**config.mk**
```make
export PLATFORM = sky130hd
export DESIGN_NAME = lsu_wb_master
export DESIGN_NICKNAME = d
export VERILOG_FILES = /design/src/rtl/lsu_pkg.sv /design/src/rtl/lsu_wb_timeout.sv /design/src/rtl/lsu_wb_master.sv
export SDC_FILE = /design/constraint.sdc
export NUM_CORES = 1
export LEC_CHECK = 0
export CAP_MARGIN = 20
export CORE_MARGIN = 4
export CORE_UTILIZATION = 35
export CTS_BUF_LIST = sky130_fd_sc_hd__clkbuf_4
export CTS_CLUSTER_SIZE = 14
export DETAILED_ROUTE_END_ITERATION = 10
export PLACE_DENSITY = 0.7
export SKIP_LAST_GASP = 1
export SLEW_MARGIN = 40
export SYNTH_ARGS = -nofsm -noshare
export SYNTH_HDL_FRONTEND = slang
export SYNTH_HIERARCHICAL = 1
export SYNTH_SLANG_ARGS = --single-unit
```
**constraint.sdc**
```tcl
create_clock -name clk_i -period 4.08 [get_ports clk_i]
set_input_delay 0.612 -clock clk_i [delete_from_list [all_inputs] [get_ports clk_i]]
set_output_delay 0.612 -clock clk_i [all_outputs]
set_load 0.02 [all_outputs]
```
**src/rtl/lsu_pkg.sv**
```systemverilog
// Shared definitions for the memory-stage load/store unit: FSM encoding of
// the Wishbone master, datapath widths, and the load-format funct3 codes the
// formatter uses when it extends the raw word returned by the master.
package lsu_pkg;

  localparam int XLEN  = 32;
  localparam int SEL_W = 4;

  typedef enum logic [1:0] {
    IDLE = 2'd0,
    BUS  = 2'd1,
    RESP = 2'd2
  } state_t;

  // Load formatter funct3 codes (RV32I encoding).
  localparam logic [2:0] F3_LB  = 3'b000;
  localparam logic [2:0] F3_LH  = 3'b001;
  localparam logic [2:0] F3_LW  = 3'b010;
  localparam logic [2:0] F3_LBU = 3'b100;
  localparam logic [2:0] F3_LHU = 3'b101;

endpackage

```
**src/rtl/lsu_wb_timeout.sv**
```systemverilog
// Bus-cycle watchdog for lsu_wb_master: counts cycles spent in BUS and flags
// the cycle in which the TIMEOUT_CYCLES-th BUS cycle is running.
module lsu_wb_timeout
  #(parameter int TIMEOUT_CYCLES = 255)
  (
    input  logic clk_i,
    input  logic rst_i,
    input  logic start_i,
    input  logic active_i,
    output logic expired_o
  );

  localparam logic [15:0] LAST = 16'(TIMEOUT_CYCLES - 1);

  logic [15:0] count;

  // Count BUS cycles; restart from zero whenever a new bus cycle is launched.
  always_ff @(posedge clk_i or posedge rst_i) begin
    if (rst_i) begin
      count <= '0;
    end else if (start_i) begin
      count <= '0;
    end else if (active_i) begin
      count <= count + 16'd1;
    end
  end

  assign expired_o = active_i & (count == LAST);

endmodule

```
**src/rtl/lsu_wb_master.sv**
```systemverilog
// Memory-stage Wishbone classic master: one request at a time, IDLE -> BUS ->
// RESP, stalling the pipeline until the response strobe. The optional bus
// watchdog is enabled by defining LSU_WB_TIMEOUT_EN.
module lsu_wb_master
  import lsu_pkg::*;
  #(parameter int TIMEOUT_CYCLES = 255)
  (
    input  logic                clk_i,
    input  logic                rst_i,
    input  logic                req_valid_i,
    input  logic                req_we_i,
    input  logic [XLEN-1:0]     addr_i,
    input  logic [XLEN-1:0]     st_data_i,
    input  logic [SEL_W-1:0]    st_sel_i,
    input  logic                misaligned_i,
    input  logic                kill_i,
    output logic                stall_o,
    output logic                done_o,
    output logic [XLEN-1:0]     ld_data_o,
    output logic                bus_err_o,
    output logic [XLEN-1:0]     wbm_adr_o,
    output logic [XLEN-1:0]     wbm_dat_o,
    output logic [SEL_W-1:0]    wbm_sel_o,
    output logic                wbm_we_o,
    output logic                wbm_cyc_o,
    output logic                wbm_stb_o,
    input  logic [XLEN-1:0]     wbm_dat_i,
    input  logic                wbm_ack_i,
    input  logic                wbm_err_i
  );

  if (TIMEOUT_CYCLES < 1 || TIMEOUT_CYCLES > 65535) begin : g_bad_timeout_cycles
    $error("lsu_wb_master: TIMEOUT_CYCLES must be in 1..65535");
  end

  state_t state, state_next;
  logic   accept;
  logic   timeout;
  logic   bus_end;
  logic   bus_fault;
  logic   killed;
  logic   kill_now;

  // A request is only launched for a live, aligned memory instruction.
  assign accept    = req_valid_i & ~misaligned_i & ~kill_i;
  assign stall_o   = ((state == IDLE) & accept) | (state == BUS);
  assign wbm_stb_o = wbm_cyc_o;

`ifdef LSU_WB_TIMEOUT_EN
  lsu_wb_timeout #(.TIMEOUT_CYCLES(TIMEOUT_CYCLES)) u_timeout (
    .clk_i     (clk_i),
    .rst_i     (rst_i),
    .start_i   ((state == IDLE) & accept),
    .active_i  (state == BUS),
    .expired_o (timeout)
  );
`else
  assign timeout = 1'b0;
`endif

  // A slave answer in the watchdog cycle beats the watchdog; err beats ack.
  assign bus_end   = wbm_ack_i | wbm_err_i | timeout;
  assign bus_fault = wbm_err_i | (timeout & ~wbm_ack_i);
  // Wishbone cannot abort, so a flush only silences the response.
  assign kill_now  = killed | kill_i;

  // State register.
  always_ff @(posedge clk_i or posedge rst_i) begin
    if (rst_i) state <= IDLE;
    else       state <= state_next;
  end

  // Next-state logic.
  always_comb begin
    state_next = state;
    case (state)
      IDLE:    if (accept)  state_next = BUS;
      BUS:     if (bus_end) state_next = RESP;
      RESP:    state_next = IDLE;
      default: state_next = IDLE;
    endcase
  end

  // Bus request registers, response strobes and the load return word.
  always_ff @(posedge clk_i or posedge rst_i) begin
    if (rst_i) begin
      wbm_adr_o <= '0;
      wbm_dat_o <= '0;
      wbm_sel_o <= '0;
      wbm_we_o  <= 1'b0;
      wbm_cyc_o <= 1'b0;
      done_o    <= 1'b0;
      bus_err_o <= 1'b0;
      ld_data_o <= '0;
      killed    <= 1'b0;
    end else begin
      case (state)
        IDLE: begin
          if (accept) begin
            wbm_adr_o <= {addr_i[XLEN-1:2], 2'b00};
            wbm_dat_o <= st_data_i;
            wbm_sel_o <= req_we_i ? st_sel_i : {SEL_W{1'b1}};
            wbm_we_o  <= req_we_i;
            wbm_cyc_o <= 1'b1;
            killed    <= 1'b0;
          end
        end
        BUS: begin
          killed <= kill_now;
          if (bus_end) begin
            wbm_cyc_o <= 1'b0;
            done_o    <= ~kill_now;
            bus_err_o <= bus_fault & ~kill_now;
            if (!bus_fault && !wbm_we_o) ld_data_o <= wbm_dat_i;
          end
        end
        RESP: begin
          done_o    <= 1'b0;
          bus_err_o <= 1'b0;
        end
        default: begin
          done_o    <= 1'b0;
          bus_err_o <= 1'b0;
          wbm_cyc_o <= 1'b0;
        end
      endcase
    end
  end

endmodule
```
==> key figures <==
Layout
  – Commonest non-fill, non-tap cell in the layout: clkdlybuf4s50_1
  – N_diodes: 0
  – Share of layout cells above drive strength 1: 21.86%
  – Most frequent cells in the layout: clkdlybuf4s50_1 (209), dfrtp_1 (105), mux2_2 (81)
  – Final #Nets: 565
  – Area grow syn2layout: 58.20%
  – # fillers: 939
  – Final instance area: 0.006322 sq mm

Pwr
  – Psw: 1.055 mW
  – Sw Ratio: 32.68%
  – Clock share of power: 14.1%
  – Power share of the combinational group: 41.2%
  – Peak supply drop: 0.0002847 V
  – Leak: 2.663 nW
  – Power Density: 510.4 mW/mm^2
  – Sequential power share: 44.7%
  – Cell Int Power: 2.172 mW

Clock tree
  – Hold Buf Count CTS: 0
  – TritonCTS clock tree: yes
  – Clk root buf: clkbuf_4
  – Clock Pin Slew Worst Setup and Hold Paths: 0.14 ns
  – CTS Buffer Depth: 2
  – Post-CTS Setup Repair Bufs: 0
  – Post_cts resized: 0
  – H-tree depth: 3
  – Clock sink count: 105
  – Skew-Pair Late Insertion Delay: 0.44 ns
  – Cts bufs inserted: 9

Timing
  – Worst-margin pin slew: 0.6269 ns
  – Hold_ws: 0.4996 ns
  – Worst Skew: 0.01195 ns
  – Unrepaired setup endpoints after global routing: false
  – Setup_tns: 0 ns
  – # setup viols final: 0
  – Max-slew headroom: 58.20%
  – Tmin final: 3.012 ns
  – Fin. max-slew vios: 0
  – Hold Vio Cnt, Final: 0
  – Tcrit/Tclk final: 73.83%
  – Fmax: 0.3320 GHz

Yosys
  – Synth warn: 6
  – Mapped Avg Cell Area: 16.31 sq um
  – Synth Instances: 245
  – Post-synthesis sequential area ratio: 65.75%
  – Distinct cells, synth: 21
  – Mapped Area: 0.003996 sq mm
  – Number of synthesized register bits: 105

Placement
  – GPL Wtd Cong: 0.7187
  – I/O Buffers: 209
  – Post-place instance area: 0.006215 sq mm
  – HPWL Detailed: 7494 um

Worst setup path
  – FF-to-FF path depth: 4
  – R2r endpoint: ld_data_o[2]
  – Critical path arrival: 2.40 ns
  – Critical Path RT: 3.47 ns
  – Register-to-register setup slack: 2.09 ns
  – Nature of the critical path endpoint: primary output
  – Max FO, Critical Path: 4
  – Critical path launch point type: primary input
  – Worst r2r src: state[1]
  – Setup CP Type: primary input to primary output

Drt
  – Post-DRT Antenna Nets: 0
  – Wire per inst: 16.65 um
  – DR iter-0 viols: 98
  – Vias/cell: 4.595
  – First-pass DRT Iterations: 4
  – Final wirelength: 10020 um
  – Via Count: 2766
  – Drc violations: 0

Floorplanning
  – Die H: 114.9 um
  – Die X: 114.9 um
  – # IOs: 214
  – Initial Util: 36.39%
  – CORE AREA: 0.01098 sq mm
  – Number of core rows: 38
  – Die area: 0.01319 sq mm

Run status
  – Outcome: finished, final reports clean

Worst hold path
  – Hold path startpoint: wbm_adr_o[18]
  – Worst Hold Depth: 1
  – Hold EP: wbm_adr_o[18]
  – HP Class: flop to flop

GRT
  – Overall Global Routing Usage: 14.78%
  – GRT overflow: 0
  – Vias in the first global route: 2999
  – Initial antenna violation count: 0
  – First-pass GRT wire length: 15280 um
  – Largest net degree at the start of global routing: 92

Job
  – Number of max-cap violations: 0
[registers in the layout (all words and copies together), names as in the netlist]
signal,count
ld_data_o,32
wbm_dat_o,32
wbm_adr_o,30
wbm_sel_o,4
state,2
bus_err_o,1
done_o,1
killed,1
wbm_cyc_o,1
wbm_we_o,1
[metrics by stage]
| step | util [%] | power (mW) | instances | setup slack (ns) |
|---|---|---|---|---|
| 3_5_place_dp | 56.58 | 2.813 | 586 | 1.078 |
| 6_report | 57.56 | 3.227 | 602 | 1.068 |
| 5_1_grt | 57.56 | 3.397 | 602 | 1.008 |
| 2_1_floorplan | - | 2.073 | 246 | 0.7075 |
| 3_3_place_gp | 56.56 | 2.784 | 586 | 1.082 |
| 4_1_cts | 57.54 | 3.278 | 602 | 1.070 |
[cells in the mapped netlist (all sizes together)]
master / n / area (sq um)
inv: 1 / 3.750
a32oi: 1 / 8.760
nor4: 1 / 21.27
buf: 13 / 87.58
mux2: 99 / 1115
o31ai: 1 / 7.510
nand2: 3 / 11.26
a21o: 1 / 7.510
nand2b: 6 / 37.54
nand3: 1 / 5.000
mux2i: 1 / 10.01
a21oi: 1 / 5.000
conb: 1 / 3.750
o21ai: 1 / 5.000
nor2b: 1 / 6.260
dfrtp: 105 / 2628
nor2: 7 / 26.28
or4: 1 / 7.510
[layer usage]
metal	GRT usage, %	wire [um]
met1	17.62	3917
met2	24.27	5000
met3	5.684	995
met4	5.634	110
met5	0	0
[power by group through the flow]
stage          clock, mW  sequential [mW]  combinational (mW)
2_1_floorplan          0             1.79               0.278
3_5_place_dp           0             1.47                1.35
3_3_place_gp           0             1.45                1.33
4_1_cts            0.480             1.45                1.35
6_report           0.455             1.44                1.33
5_1_grt            0.516             1.48                1.40
[worst max-delay path, cell delays in order]
cell and delay, ns:
clkdlybuf4s50_1 0.50, or4_1 0.56, nand2_1 0.10, clkdlybuf4s50_1 0.62
[cell type report]
class / instances / area [sq um] / share of cell area, %
Multi-Input combinational cell: 127 / 1281 / 20.27
Timing Repair Buffer: 213 / 2122 / 33.56
Inverter: 1 / 11.26 / 0.1781
Clock inverter: 5 / 22.52 / 0.3562
Tap cell: 140 / 175.2 / 2.771
Clock buffer: 11 / 82.58 / 1.306
Sequential cell: 105 / 2628 / 41.56
[kinds of logic (layout without fill, tap and decap cells)]
family / after synthesis / after routing / synth area share, %
buf+inv: 14 / 230 / 2.285
other cells: 1 / 2 / 0.09384
mux: 100 / 100 / 28.15
flops: 105 / 105 / 65.75
simple gates: 20 / 20 / 2.881
compound gates: 5 / 5 / 0.8453
[worst max-delay path by stage]
| stage | slack [ns] | from | cells past startpoint | end |
|---|---|---|---|---|
| after floorplan | 0.71 | rst_i | 1 | bus_err_o |
| after global routing | 1.01 | kill_i | 4 | stall_o |
| after CTS | 1.07 | kill_i | 4 | stall_o |
| final | 1.07 | kill_i | 4 | stall_o |
| after global placement | 1.08 | kill_i | 4 | stall_o |
| after detailed placement | 1.08 | kill_i | 4 | stall_o |
(Power assumes the default switching activity.)
